[src/rtl/mul_unit_if.sv]
// Operand/request and register-bank write-port bundle for mul_unit.
// The master drives the request, the slave (mul_unit) returns the result.
interface mul_unit_if;
  localparam int unsigned DW = 32;
  localparam int unsigned AW = 4;

  logic          start;
  logic          acc_en;
  logic [DW-1:0] a;
  logic [DW-1:0] b;
  logic [DW-1:0] acc;
  logic [AW-1:0] dest;
  logic          flush;
  logic          busy;
  logic          done;
  logic          err;
  logic          we3;
  logic [AW-1:0] wa3;
  logic [DW-1:0] wd3;

  modport master (
    output start, acc_en, a, b, acc, dest, flush,
    input  busy, done, err, we3, wa3, wd3
  );

  modport slave (
    input  start, acc_en, a, b, acc, dest, flush,
    output busy, done, err, we3, wa3, wd3
  );
endinterface

[src/rtl/mul_unit.sv]
// Iterative 32-cycle shift-add multiply / multiply-accumulate, low 32 bits.
// Result is returned on the register bank write port during a one-cycle WB state.
module mul_unit (
  input logic       clk,
  input logic       rst,
  mul_unit_if.slave bus
);
  localparam int unsigned DW = 32;
  localparam int unsigned AW = 4;
  localparam int unsigned CW = 5;

  typedef enum logic [1:0] {
    IDLE = 2'd0,
    RUN  = 2'd1,
    WB   = 2'd2
  } state_e;

  state_e        state_q, state_d;
  logic [DW-1:0] mcand_q, mcand_d;
  logic [DW-1:0] mplier_q, mplier_d;
  logic [DW-1:0] prod_q, prod_d;
  logic [CW-1:0] count_q, count_d;
  logic [AW-1:0] dest_q, dest_d;

  logic          busy_q, busy_d;
  logic          done_q, done_d;
  logic          err_q, err_d;
  logic          we3_q, we3_d;
  logic [AW-1:0] wa3_q, wa3_d;
  logic [DW-1:0] wd3_q, wd3_d;

  logic accept;
  logic last_iter;

  assign accept    = bus.start && !bus.flush;
  assign last_iter = (count_q == CW'(DW - 1));

  // State register
  always_ff @(posedge clk or posedge rst) begin
    if (rst) state_q <= IDLE;
    else     state_q <= state_d;
  end

  // Next-state logic
  always_comb begin
    state_d = state_q;
    unique case (state_q)
      IDLE:    if (accept) state_d = RUN;
      RUN: begin
        if (bus.flush)      state_d = IDLE;
        else if (last_iter) state_d = WB;
      end
      WB:      state_d = IDLE;
      default: state_d = IDLE;
    endcase
  end

  // Datapath and registered-output next values
  always_comb begin
    mcand_d  = mcand_q;
    mplier_d = mplier_q;
    prod_d   = prod_q;
    count_d  = count_q;
    dest_d   = dest_q;
    busy_d   = (state_d != IDLE);
    done_d   = 1'b0;
    err_d    = 1'b0;
    we3_d    = 1'b0;
    wa3_d    = '0;
    wd3_d    = '0;

    unique case (state_q)
      IDLE: begin
        if (accept) begin
          mcand_d  = bus.a;
          mplier_d = bus.b;
          dest_d   = bus.dest;
          prod_d   = bus.acc_en ? bus.acc : '0;
          count_d  = '0;
        end
      end
      RUN: begin
        if (!bus.flush) begin
          if (mplier_q[0]) prod_d = prod_q + mcand_q;
          mcand_d  = mcand_q << 1;
          mplier_d = mplier_q >> 1;
          count_d  = count_q + CW'(1);
          // Final iteration loads the WB outputs with the completed product
          if (last_iter) begin
            done_d = 1'b1;
            if (dest_q == AW'(4'hF)) begin
              err_d = 1'b1;
            end else begin
              we3_d = 1'b1;
              wa3_d = dest_q;
              wd3_d = prod_d;
            end
          end
        end
      end
      default: ;
    endcase
  end

  always_ff @(posedge clk or posedge rst) begin
    if (rst) begin
      mcand_q  <= '0;
      mplier_q <= '0;
      prod_q   <= '0;
      count_q  <= '0;
      dest_q   <= '0;
      busy_q   <= 1'b0;
      done_q   <= 1'b0;
      err_q    <= 1'b0;
      we3_q    <= 1'b0;
      wa3_q    <= '0;
      wd3_q    <= '0;
    end else begin
      mcand_q  <= mcand_d;
      mplier_q <= mplier_d;
      prod_q   <= prod_d;
      count_q  <= count_d;
      dest_q   <= dest_d;
      busy_q   <= busy_d;
      done_q   <= done_d;
      err_q    <= err_d;
      we3_q    <= we3_d;
      wa3_q    <= wa3_d;
      wd3_q    <= wd3_d;
    end
  end

  assign bus.busy = busy_q;
  assign bus.done = done_q;
  assign bus.err  = err_q;
  assign bus.we3  = we3_q;
  assign bus.wa3  = wa3_q;
  assign bus.wd3  = wd3_q;
endmodule
[src/flat_wrapper.sv]
// flat-port wrapper written by rule: the top's interface ports become plain ports
module mul_unit_flat 
  (clk, rst, bus_start, bus_acc_en, bus_a, bus_b, bus_acc, bus_dest, bus_flush, bus_busy, bus_done, bus_err, bus_we3, bus_wa3, bus_wd3);
  mul_unit_if bus_i ();
  input logic clk;
  input logic rst;
  input wire logic [$bits(bus_i.start)-1:0] bus_start;
  input wire logic [$bits(bus_i.acc_en)-1:0] bus_acc_en;
  input wire logic [$bits(bus_i.a)-1:0] bus_a;
  input wire logic [$bits(bus_i.b)-1:0] bus_b;
  input wire logic [$bits(bus_i.acc)-1:0] bus_acc;
  input wire logic [$bits(bus_i.dest)-1:0] bus_dest;
  input wire logic [$bits(bus_i.flush)-1:0] bus_flush;
  output wire logic [$bits(bus_i.busy)-1:0] bus_busy;
  output wire logic [$bits(bus_i.done)-1:0] bus_done;
  output wire logic [$bits(bus_i.err)-1:0] bus_err;
  output wire logic [$bits(bus_i.we3)-1:0] bus_we3;
  output wire logic [$bits(bus_i.wa3)-1:0] bus_wa3;
  output wire logic [$bits(bus_i.wd3)-1:0] bus_wd3;
  assign bus_i.start = bus_start;
  assign bus_i.acc_en = bus_acc_en;
  assign bus_i.a = bus_a;
  assign bus_i.b = bus_b;
  assign bus_i.acc = bus_acc;
  assign bus_i.dest = bus_dest;
  assign bus_i.flush = bus_flush;
  assign bus_busy = bus_i.busy;
  assign bus_done = bus_i.done;
  assign bus_err = bus_i.err;
  assign bus_we3 = bus_i.we3;
  assign bus_wa3 = bus_i.wa3;
  assign bus_wd3 = bus_i.wd3;
  mul_unit u_core (.clk(clk), .rst(rst), .bus(bus_i));
endmodule
[config.mk]
export PLATFORM = sky130hd
export DESIGN_NAME = mul_unit_flat
export DESIGN_NICKNAME = d
export VERILOG_FILES = /design/src/rtl/mul_unit_if.sv /design/src/rtl/mul_unit.sv /design/src/flat_wrapper.sv
export SDC_FILE = /design/constraint.sdc
export NUM_CORES = 1
export LEC_CHECK = 0
export BUFFER_PORTS_ARGS = -buffer_cell sky130_fd_sc_hd__buf_2
export CAP_MARGIN = 20
export CORE_ASPECT_RATIO = 1.2
export CORE_MARGIN = 2
export CORE_UTILIZATION = 25
export DETAILED_ROUTE_END_ITERATION = 12
export GPL_TIMING_DRIVEN = 0
export HOLD_SLACK_MARGIN = 0.12
export PLACE_DENSITY = 0.41
export SYNTH_ARGS = -nofsm -noshare
export SYNTH_HDL_FRONTEND = slang
export SYNTH_SLANG_ARGS = --single-unit
[constraint.sdc]
create_clock -name clk -period 5.8 [get_ports clk]
set_input_delay 0.29 -clock clk [delete_from_list [all_inputs] [get_ports clk]]
set_output_delay 0.29 -clock clk [all_outputs]
set_load 0.01 [all_outputs]
# Word-level counts from Yosys, hierarchy flattened
# Index checks and enable logic that the tools add are counted.
[op_classes]
addsub = 2
eq_ne = 5
n_mux = 37
reduce_logical = 7
[ops]
columns = ["cell", "count"]
rows = [
  ["32-bit 2-to-1 mux", 12],
  ["32-bit one-hot mux with 2 select lines", 3],
  ["32-bit adder", 1],
  ["4-bit 2-to-1 mux", 4],
  ["1-bit 2-to-1 mux", 11],
  ["5-bit 2-to-1 mux", 2],
  ["5-bit one-hot mux with 2 select lines", 1],
  ["2-bit 2-to-1 mux", 3],
  ["5-bit by 1-bit adder with 5-bit output, second input constant", 1],
  ["5-bit == test, second input constant", 1],
  ["4-bit == test, second input constant", 1],
  ["2-bit one-hot mux with 2 select lines", 1],
  ["2-bit nonzero test", 2],
  ["3-bit AND reduction", 1],
  ["2-bit by 1-bit == test with 1-bit output, second input constant", 1],
  ["2-bit zero test", 1],
  ["2-bit by 1-bit != test with 1-bit output, second input constant", 1],
  ["2-bit != test, second input constant", 1],
  ["2-bit AND reduction", 1],
  ["1-bit logical AND", 1],
  ["1-bit zero test", 1],
]
[totals]
regBits = 147
wordCells = 63

# Depth between registers and ports, before layout
# Gate-level depths: netlist (run 1).
[depth]
depth_word = 6
ltp_mapped = 11
depth_no_buf = 11

# Worst setup path after synthesis (run 1)
# OpenSTA, ideal clock, no wires.
[synth_path]
path_kind = "flip-flop to flip-flop"
from = "register u_core.prod_q[0]"
to = "register u_core.prod_q[20]"
setup_time_ns = 0.126
t_arrival_ns = 2.846
required_time_ns = 5.674
path_slack_ns = 2.828
stages_incl_launch_ff = 12
path_buffers = 0
synth_period_minus_slack_ns = 2.972
path_cell_list = "dfrtp_1 -> ha_1 -> fa_1 -> a21oi_1 -> o31ai_1 -> a221o_2 -> a2111oi_4 -> nor3_2 -> o31ai_4 -> nand3_2 -> nor3b_1 -> a221o_1"
[synth_via]
elab_chain_cells = 4
[synth_lines]
columns = ["element", "line_no", "rtl"]
rows = [
  ["from (decl)", "mul_unit.sv:21", "logic [DW-1:0] prod_q, prod_d;"],
  ["from (signal assigned)", "mul_unit.sv:121", "prod_q <= prod_d;"],
  ["32-bit adder", "mul_unit.sv:84", "if (mplier_q[0]) prod_d = prod_q + mcand_q;"],
  ["32-bit 2-to-1 mux", "mul_unit.sv:84", ""],
  ["32-bit 2-to-1 mux", "mul_unit.sv:83", "if (!bus.flush) begin"],
  ["32-bit one-hot mux with 2 select lines", "mul_unit.sv:72", "unique case (state_q)"],
]
# No other way between the ends. The select of a mux whose other input is x is not followed.
# A chain may end at the register's enable or synchronous reset.

# Final worst setup path (run 1)
[layout_path]
from = "register u_core.state_q[1]"
to = "register u_core.mplier_q[28]"
[layout_via]
elab_chain_cells = 3
elab_cells_between_ends = 7
classes_between = "eq/ne (3); mux (1); reduce/logical (3)"
[layout_lines]
columns = ["element", "line_no", "rtl"]
rows = [
  ["from (decl)", "mul_unit.sv:18", "state_e state_q, state_d;"],
  ["from (signal assigned)", "mul_unit.sv:41", "else state_q <= state_d;"],
  ["2-bit by 1-bit == test with 1-bit output or 2-bit zero test (tied branches)", "mul_unit.sv:72", ""],
  ["2-bit != test (no line), or another cell as far along", "n/a", ""],
  ["3-bit AND reduction (no line)", "n/a", ""],
  ["to (signal assigned)", "mul_unit.sv:120", "mplier_q <= mplier_d;"],
  ["to (decl)", "mul_unit.sv:20", "logic [DW-1:0] mplier_q, mplier_d;"],
]
# Parallel ways exist; a longest one is shown, timed or not.

==> results of run 1 <==
power breakdown:
| group | internal, mW | total, mW | switching, mW |
|---|---|---|---|
| registers | 1.25 | 1.44 | 0.195 |
| logic | 0.929 | 2.26 | 1.33 |
| clock network | 0.614 | 1.11 | 0.499 |
| total | 2.79 | 4.82 | 2.03 |
area by class of cell:
class                      instances  share of cell area, %
sequential                       147                  35.00
buffer                            60                  2.250
multi-input combinational        690                  38.42
clock buffer                      18                  4.179
clock inverter                    14                  1.369
tap                              401                  4.774
timing repair buffer             209                  13.26
inverter                          19                 0.7500
worst reg2reg max path, stage by stage, from the launching register on:
cell and delay [ns]:
sky130_fd_sc_hd__dfrtp_1 0.39, sky130_fd_sc_hd__nand2b_1 0.14, sky130_fd_sc_hd__buf_2 0.20, sky130_fd_sc_hd__nor2_1 0.36
sky130_fd_sc_hd__nor2_1 0.15, sky130_fd_sc_hd__inv_1 0.14, sky130_fd_sc_hd__clkbuf_1 0.56, sky130_fd_sc_hd__clkbuf_1 0.69
sky130_fd_sc_hd__buf_1 0.46, sky130_fd_sc_hd__a31oi_1 0.16
kinds of logic (layout without fill, tap and decap cells):
logic type	Yosys count	after routing	share of synthesized area, %
DFF	147	147	45.84
muxes	27	27	3.430
buffers and inverters	79	320	3.836
xor gates and xnor gates	27	27	2.947
adders and majority gates	34	34	5.395
and+or+nand+nor	366	366	19.30
AOI/OAI and AO/OA	236	236	19.24
cell usage in the layout (no fill, tap or decap), types with 5 or more instances in the layout:
| cell type | instances |
|---|---|
| sky130_fd_sc_hd__nand2_1 | 172 |
| sky130_fd_sc_hd__dfrtp_1 | 147 |
| sky130_fd_sc_hd__buf_2 | 146 |
| sky130_fd_sc_hd__nor2_1 | 125 |
| sky130_fd_sc_hd__a31oi_1 | 82 |
| sky130_fd_sc_hd__dlygate4sd3_1 | 65 |
| sky130_fd_sc_hd__clkbuf_1 | 50 |
| sky130_fd_sc_hd__o21ai_0 | 45 |
| sky130_fd_sc_hd__a21oi_1 | 40 |
| sky130_fd_sc_hd__ha_1 | 33 |
| sky130_fd_sc_hd__mux2i_1 | 23 |
| sky130_fd_sc_hd__xnor2_1 | 18 |
| sky130_fd_sc_hd__clkbuf_16 | 17 |
| sky130_fd_sc_hd__inv_1 | 16 |
| sky130_fd_sc_hd__nand3_1 | 15 |
| sky130_fd_sc_hd__nor2b_1 | 11 |
| sky130_fd_sc_hd__o21a_1 | 9 |
| sky130_fd_sc_hd__a21o_1 | 9 |
| sky130_fd_sc_hd__xor2_1 | 9 |
| sky130_fd_sc_hd__a22oi_1 | 8 |
| sky130_fd_sc_hd__nand4_1 | 7 |
| sky130_fd_sc_hd__and2_1 | 7 |
| sky130_fd_sc_hd__o21bai_1 | 6 |
| sky130_fd_sc_hd__and3_1 | 6 |
| sky130_fd_sc_hd__buf_1 | 6 |
| sky130_fd_sc_hd__nor3_1 | 5 |
cell usage after synthesis (all sizes together), types with 10 or more instances:
cell	instances
xnor2	18
a21o	10
nand3	16
inv	17
nor2	125
buf	10
a21oi	43
nand2	172
clkbuf	50
mux2i	23
a31oi	83
ha	33
o21ai	46
dfrtp	147
nor2b	11
registers in the layout (all words and copies together), names as in the netlist:
name	cells
u_core.bus.we3	1
u_core.prod_q	32
u_core.mplier_q	32
u_core.count_q	5
u_core.mcand_q	32
u_core.bus.wd3	32
u_core.bus.busy	1
u_core.dest_q	4
u_core.bus.wa3	4
u_core.bus.err	1
u_core.bus.done	1
u_core.state_q	2
metrics by stage:
stage          hold WS [ns]  TNS, ns  instances  setup WS, ns  util (%)
6_report             0.1272        0       1558         2.418     33.42
5_1_grt              0.1209        0       1558         2.104     33.42
4_1_cts              0.1209        0       1558         2.375     33.42
3_5_place_dp         0.3252        0       1461         2.402     29.50
3_3_place_gp         0.4828  -107.32       1460       -0.7555     29.39
2_1_floorplan        0.4291        0        916         1.559         -
final timing paths:
| kind | startpoint | to | slack [ns] | cells past startpoint |
|---|---|---|---|---|
| max reg2reg | u_core.state_q[1] | u_core.mplier_q[28] | 2.42 | 9 |
| min in group asynchronous | rst | u_core.bus.wd3[1] | 0.41 | 3 |
| min | bus_b[12] | u_core.mplier_q[12] | 0.13 | 3 |
| max in group asynchronous | rst | u_core.mcand_q[31] | 4.51 | 4 |
| min reg2reg | u_core.count_q[1] | u_core.count_q[1] | 0.50 | 2 |
| max | u_core.state_q[1] | u_core.mplier_q[28] | 2.42 | 9 |
metal layers:
metal | track usage [%] | up-vias
met4 | 4.783 | 0
met5 | 0 | -
met3 | 3.201 | 24
li1 | - | 3662
met2 | 28.68 | 132
met1 | 21.86 | 3570
==> impl_metrics.yaml, run 1 <==
floorplan:
  initial_utilization_pct: 25.52
  ios: 145
  die_span_x_um: 167.5
  die-area_um2: 33550
  die_h_um: 200.3
  coreArea_um2: 31450
  num_rows: 71
timing:
  rsz0062_at_grt: "false"
  finalWorstPathRequiredPeriod_ns: 3.382
  setup_viol: 0
  fmax_ghz: 0.2956
  max_slew.worst_pin.slew_ns: 0.9336
  fin_crit_sh_pct: 58.32
  fin_worst_skew_ns: 0.01269
  slew-limit-headroom_pct: 37.76
  timing.final.max_slew_violations: 0
  final-hold-violation-count: 0
synth:
  synth_largest_area_cell: "sky130_fd_sc_hd__dfrtp_1"
  async_reset_ff_share_pct: 100.0
  mappedNetlistNets: 1055
  postSynthRegisterBits: 147
  ys.flop_type: "sky130_fd_sc_hd__dfrtp_1"
  yosysTopAreaCellShare_pct: 45.84
  synthTopCellsByArea: "sky130_fd_sc_hd__dfrtp_1 (46%), sky130_fd_sc_hd__nand2_1 (8.0%), sky130_fd_sc_hd__a31oi_1 (6.4%)"
  ys.warnings.count: 0
  post_synth_inst_count: 916
  syn-mean-instance-area_um2: 8.760
  post_synth_design_cell_area_um2: 8024
  seq_area_frac_synth_pct: 45.84
  synth_edf_count: 0
  synth_cell_type_count: 63
routing:
  drt_iter0_markers: 422
  route.final.wire_length_um: 28360
  wire_per_inst_um: 18.21
  route.detailed.vias_per_inst: 4.742
  detailroute.wirelength.met3_um: 1140
  met2RoutedLength_um: 13930
  highest_layer: "met4"
  firstDrtPassIters: 8
  antenna_violating_nets_post_route: 0
  via_count_of_the_routed_design: 7388
  wl_met1_um: 12780
  drc: 11
worst_setup_path:
  required_time_at_the_worst_slack_endpoint_ns: 6.09
  setup.worst_path.start_class: "flop"
  timing.critical_path.buf_inv: 5
  crit_fanout: 10
  critPathKind: "reg2reg"
  timing.critical_path.max_delay_family: "buffers and inverters"
  cp_data_arrival_time_ns: 3.67
  critPathSlowestCell: "sky130_fd_sc_hd__clkbuf_1"
  critical_path.cell_chain: "nand2b_1, buf_2, nor2_1, nor2_1, inv_1, clkbuf_1, clkbuf_1, buf_1, a31oi_1"
  cpPeakStageDelay_ns: 0.69
  critical_path.endpoint_type: "flop"
cts:
  ctsLongestPathBuffers: 2
  cts_root_buf: "sky130_fd_sc_hd__clkbuf_16"
  cts_made_buffers: 17
  clock_sinks: 147
  clk_pin_slew_worst_paths_ns: 0.07
  ctsHtreeMaxLevel: 4
  cts_resized: 0
  tritoncts: "yes"
  clock_latency_ns: 0.44
  post-cts-setup-buffers: 0
  ctsHoldBuffers: 65
placement:
  dpl-instance-area_um2: 9276
  port_buffers: 143
  place_hpwl_um: 20520
  finalWeightedCongestion: 0.8303
finish:
  nFillCells: 3412
  signed_area_change_from_the_synthesized_netlist_to_the_final_layout_pct: 30.98
  final_layout_size_suffix_gt1_share_pct: 17.55
  area_occupied_by_multi_input_gates_um2: 4038
  register_area_um2: 3679
  post-route-cell-area_um2: 10510
  antenna_cells: 0
  final_nets: 1283
flow_run:
  cap_violations: 0
power_and_ir_drop:
  power.leakage_nw: 4.883
  power_mw: 4.817
  vdd_drop_max_uv: 202.4
  power.density_cell_area_nw_per_um2: 458.4
grt:
  global_route_wire_length_before_repair_um: 43250
  grt_pass1_vias: 7509
  globalRoute.totalOverflow: 0
  maximum_number_of_pins_on_one_net_before_global_route_repair: 100
  antenna_found_initial: 1
  grt_usage_pct: 16.87
outcome:
  run_status: "complete, but fails checks"
  violated_checks: "DRC"
min_path:
  hold_path_class: "in2reg"
(Power assumes the default switching activity.)
==> run 2: changes to the inputs <==
Settings changed: PLACE_DENSITY 0.41 to 0.43.
Clock period 5.8 ns to 2.7 ns, I/O delays scaled along.
==> run 2 against run 1 <==
  * Routed wire length rose by 2.5%
  * Clock-buffer cell count did not move
  * Core utilization rose by 3.3 points
  * Hold slack improved by 0.0094 ns
  * The run ends with DRC, setup timing left
  * Total power rose by 140%
  * Cell count rose by 4.0%
  * Setup slack got worse by 2.8 ns
  * Register-to-register slack got worse by 2.8 ns
  * Largest cell class unchanged
==> impl_metrics.yaml, run 2 (same netlist as run 1, synthesis figures left out) <==
outcome:
  run_status: "complete, but fails checks"
  violated_checks: "DRC, setup timing"
timing:
  finalWorstPathRequiredPeriod_ns: 3.039
  slew-limit-headroom_pct: 37.33
  setup_viol: 19
  setup_tns_ns: -2.492
  fin_crit_sh_pct: 112.6
  max_slew.worst_pin.slew_ns: 0.9400
  timing.final.max_slew_violations: 0
  rsz0062_at_grt: "true"
  final-hold-violation-count: 0
  worst_slack_ns: -0.3392
  fin_worst_skew_ns: 0.01303
  worst_hold_margin_ns: 0.1366
  fmax_ghz: 0.3290
flow_run:
  cap_violations: 0
worst_setup_path:
  ff2ff_path_depth: 11
  cp_data_arrival_time_ns: 3.35
  setup.worst_path.start: "u_core.prod_q[0]"
  endpoint: "u_core.prod_q[20]"
  crit_fanout: 4
  startpoint_of_the_worst_register_to_register_path: "u_core.prod_q[0]"
  critical_path.endpoint_type: "flop"
  reg2reg_slack_ns: -0.34
  setup.worst_path.start_class: "flop"
  required_time_at_the_worst_slack_endpoint_ns: 3.01
  critPathKind: "reg2reg"
  timing.rr.end: "u_core.prod_q[20]"
grt:
  grt_pass1_vias: 7920
  antenna_found_initial: 0
  globalRoute.totalOverflow: 0
  grt_usage_pct: 17.47
  maximum_number_of_pins_on_one_net_before_global_route_repair: 34
  global_route_wire_length_before_repair_um: 45200
floorplan:
  die_span_x_um: 167.5
  coreArea_um2: 31450
  die-area_um2: 33550
  ios: 145
  initial_utilization_pct: 25.52
  num_rows: 71
  die_h_um: 200.3
placement:
  dpl-instance-area_um2: 9334
  finalWeightedCongestion: 0.8499
  dp_slack_ns: -0.6560
  place_hpwl_um: 20690
  port_buffers: 143
  place_inst: 1464
finish:
  signed_area_change_from_the_synthesized_netlist_to_the_final_layout_pct: 43.72
  utilization_pct: 36.67
  post-route-cell-area_um2: 11530
  antenna_cells: 0
  final_nets: 1347
  layout.cells.most_common: "sky130_fd_sc_hd__nand2_1"
  fin_cells: 1621
  most_frequent_cells_in_the_layout: "sky130_fd_sc_hd__nand2_1 (171), sky130_fd_sc_hd__buf_2 (149), sky130_fd_sc_hd__dfrtp_1 (145)"
  final_layout_size_suffix_gt1_share_pct: 24.51
routing:
  antenna_violating_nets_post_route: 0
  route.detailed.vias_per_inst: 4.781
  wire_per_inst_um: 17.94
  firstDrtPassIters: 9
  route.final.wire_length_um: 29080
  via_count_of_the_routed_design: 7750
  drc: 8
  drt_iter0_markers: 379
power_and_ir_drop:
  p_seq_share_pct: 27.3
  power_frac_comb_pct: 53.7
  p_switching_mw: 4.792
  power.density_cell_area_nw_per_um2: 997.7
  vdd_drop_max_uv: 465.0
  power.leakage_nw: 5.265
  power_mw: 11.51
  clock_power_share_pct: 19.0
  internal-power_mw: 6.714
  netSwitchingFraction_pct: 41.64
cts:
  ctsHtreeMaxLevel: 4
  clock_sinks: 147
  clk_pin_slew_worst_paths_ns: 0.07
  ctsLongestPathBuffers: 2
  clock_latency_ns: 0.43
  cts_made_buffers: 17
  tritoncts: "yes"
  cts_root_buf: "sky130_fd_sc_hd__clkbuf_16"
min_path:
  hold_path_class: "in2reg"
==> run 2: cell types whose count changed in the layout (fill, tap and decap cells not counted), moves of 6 or more <==
cell | previous run | this run
sky130_fd_sc_hd__ha_1 | 33 | 24
sky130_fd_sc_hd__xnor2_1 | 18 | 12
sky130_fd_sc_hd__buf_4 | 0 | 24
sky130_fd_sc_hd__ha_4 | 0 | 6
sky130_fd_sc_hd__a21oi_2 | 2 | 8
sky130_fd_sc_hd__clkbuf_1 | 50 | 43
sky130_fd_sc_hd__a31oi_1 | 82 | 76
sky130_fd_sc_hd__xnor2_2 | 0 | 6
sky130_fd_sc_hd__o21ai_1 | 0 | 11
sky130_fd_sc_hd__dlygate4sd3_1 | 65 | 100
sky130_fd_sc_hd__a21oi_1 | 40 | 32
sky130_fd_sc_hd__o21ai_0 | 45 | 33
==> run 2: repair_timing <==
action / 4_1_cts / 5_1_grt
resized for setup: 48 / 58
endpoints found under the hold margin: 126 / 0
pin swaps: 23 / 28
hold buffers: 100 / 0
buffers inserted: 18 / 12
endpoints found under the setup margin: 94 / 105
==> run 2: area by class of cell <==
cell class / instances / area [um2]
fill: 3329 / 19920
multi-input combinational: 690 / 4477
sequential: 147 / 3681
timing repair buffer: 277 / 2044
tap: 401 / 501.7
clock buffer: 18 / 439.2
buffer: 56 / 226.5
clock inverter: 13 / 87.58
inverter: 19 / 75.07
==> run 2: power by group through the flow <==
stage,Combinational [mW],Sequential [mW],Clock [mW]
final,6.18,3.14,2.19
after global routing,6.80,3.21,2.33
after CTS,5.58,3.10,2.24
after detailed placement,4.76,3.14,0
after global placement,4.74,3.13,0
after floorplan,3.68,2.99,0
==> run 2: worst min path at each step <==
stage | startpoint | to | slack [ns] | cells past startpoint
after floorplan | bus_acc[25] | u_core.prod_q[25] | 0.27 | 2
after global routing | bus_acc[11] | u_core.prod_q[11] | 0.14 | 4
after global placement | bus_b[31] | u_core.mplier_q[31] | 0.36 | 2
after CTS | bus_acc[11] | u_core.prod_q[11] | 0.13 | 4
after detailed placement | rst | u_core.bus.wd3[2] | 0.29 | 2
final | bus_acc[11] | u_core.prod_q[11] | 0.14 | 4
==> run 2: worst max-delay path: stages (launching register included) <==
cell and delay [ns]:
sky130_fd_sc_hd__dfrtp_1 0.38, sky130_fd_sc_hd__ha_2 0.20, sky130_fd_sc_hd__fa_2 0.38, sky130_fd_sc_hd__a21oi_4 0.19, sky130_fd_sc_hd__o31ai_4 0.09, sky130_fd_sc_hd__a221o_2 0.41
sky130_fd_sc_hd__a2111oi_4 0.39, sky130_fd_sc_hd__nor3_2 0.12, sky130_fd_sc_hd__o31ai_4 0.24, sky130_fd_sc_hd__nand3_2 0.11, sky130_fd_sc_hd__nor3b_1 0.14, sky130_fd_sc_hd__a221o_1 0.26
==> run 2: routing by layer <==
layer,track usage [%],vias up,routed length [um]
met5,0,-,0
met3,2.845,31,1144
li1,-,3783,-
met2,30.02,169,14460
met4,5.497,0,627
met1,22.44,3767,12840
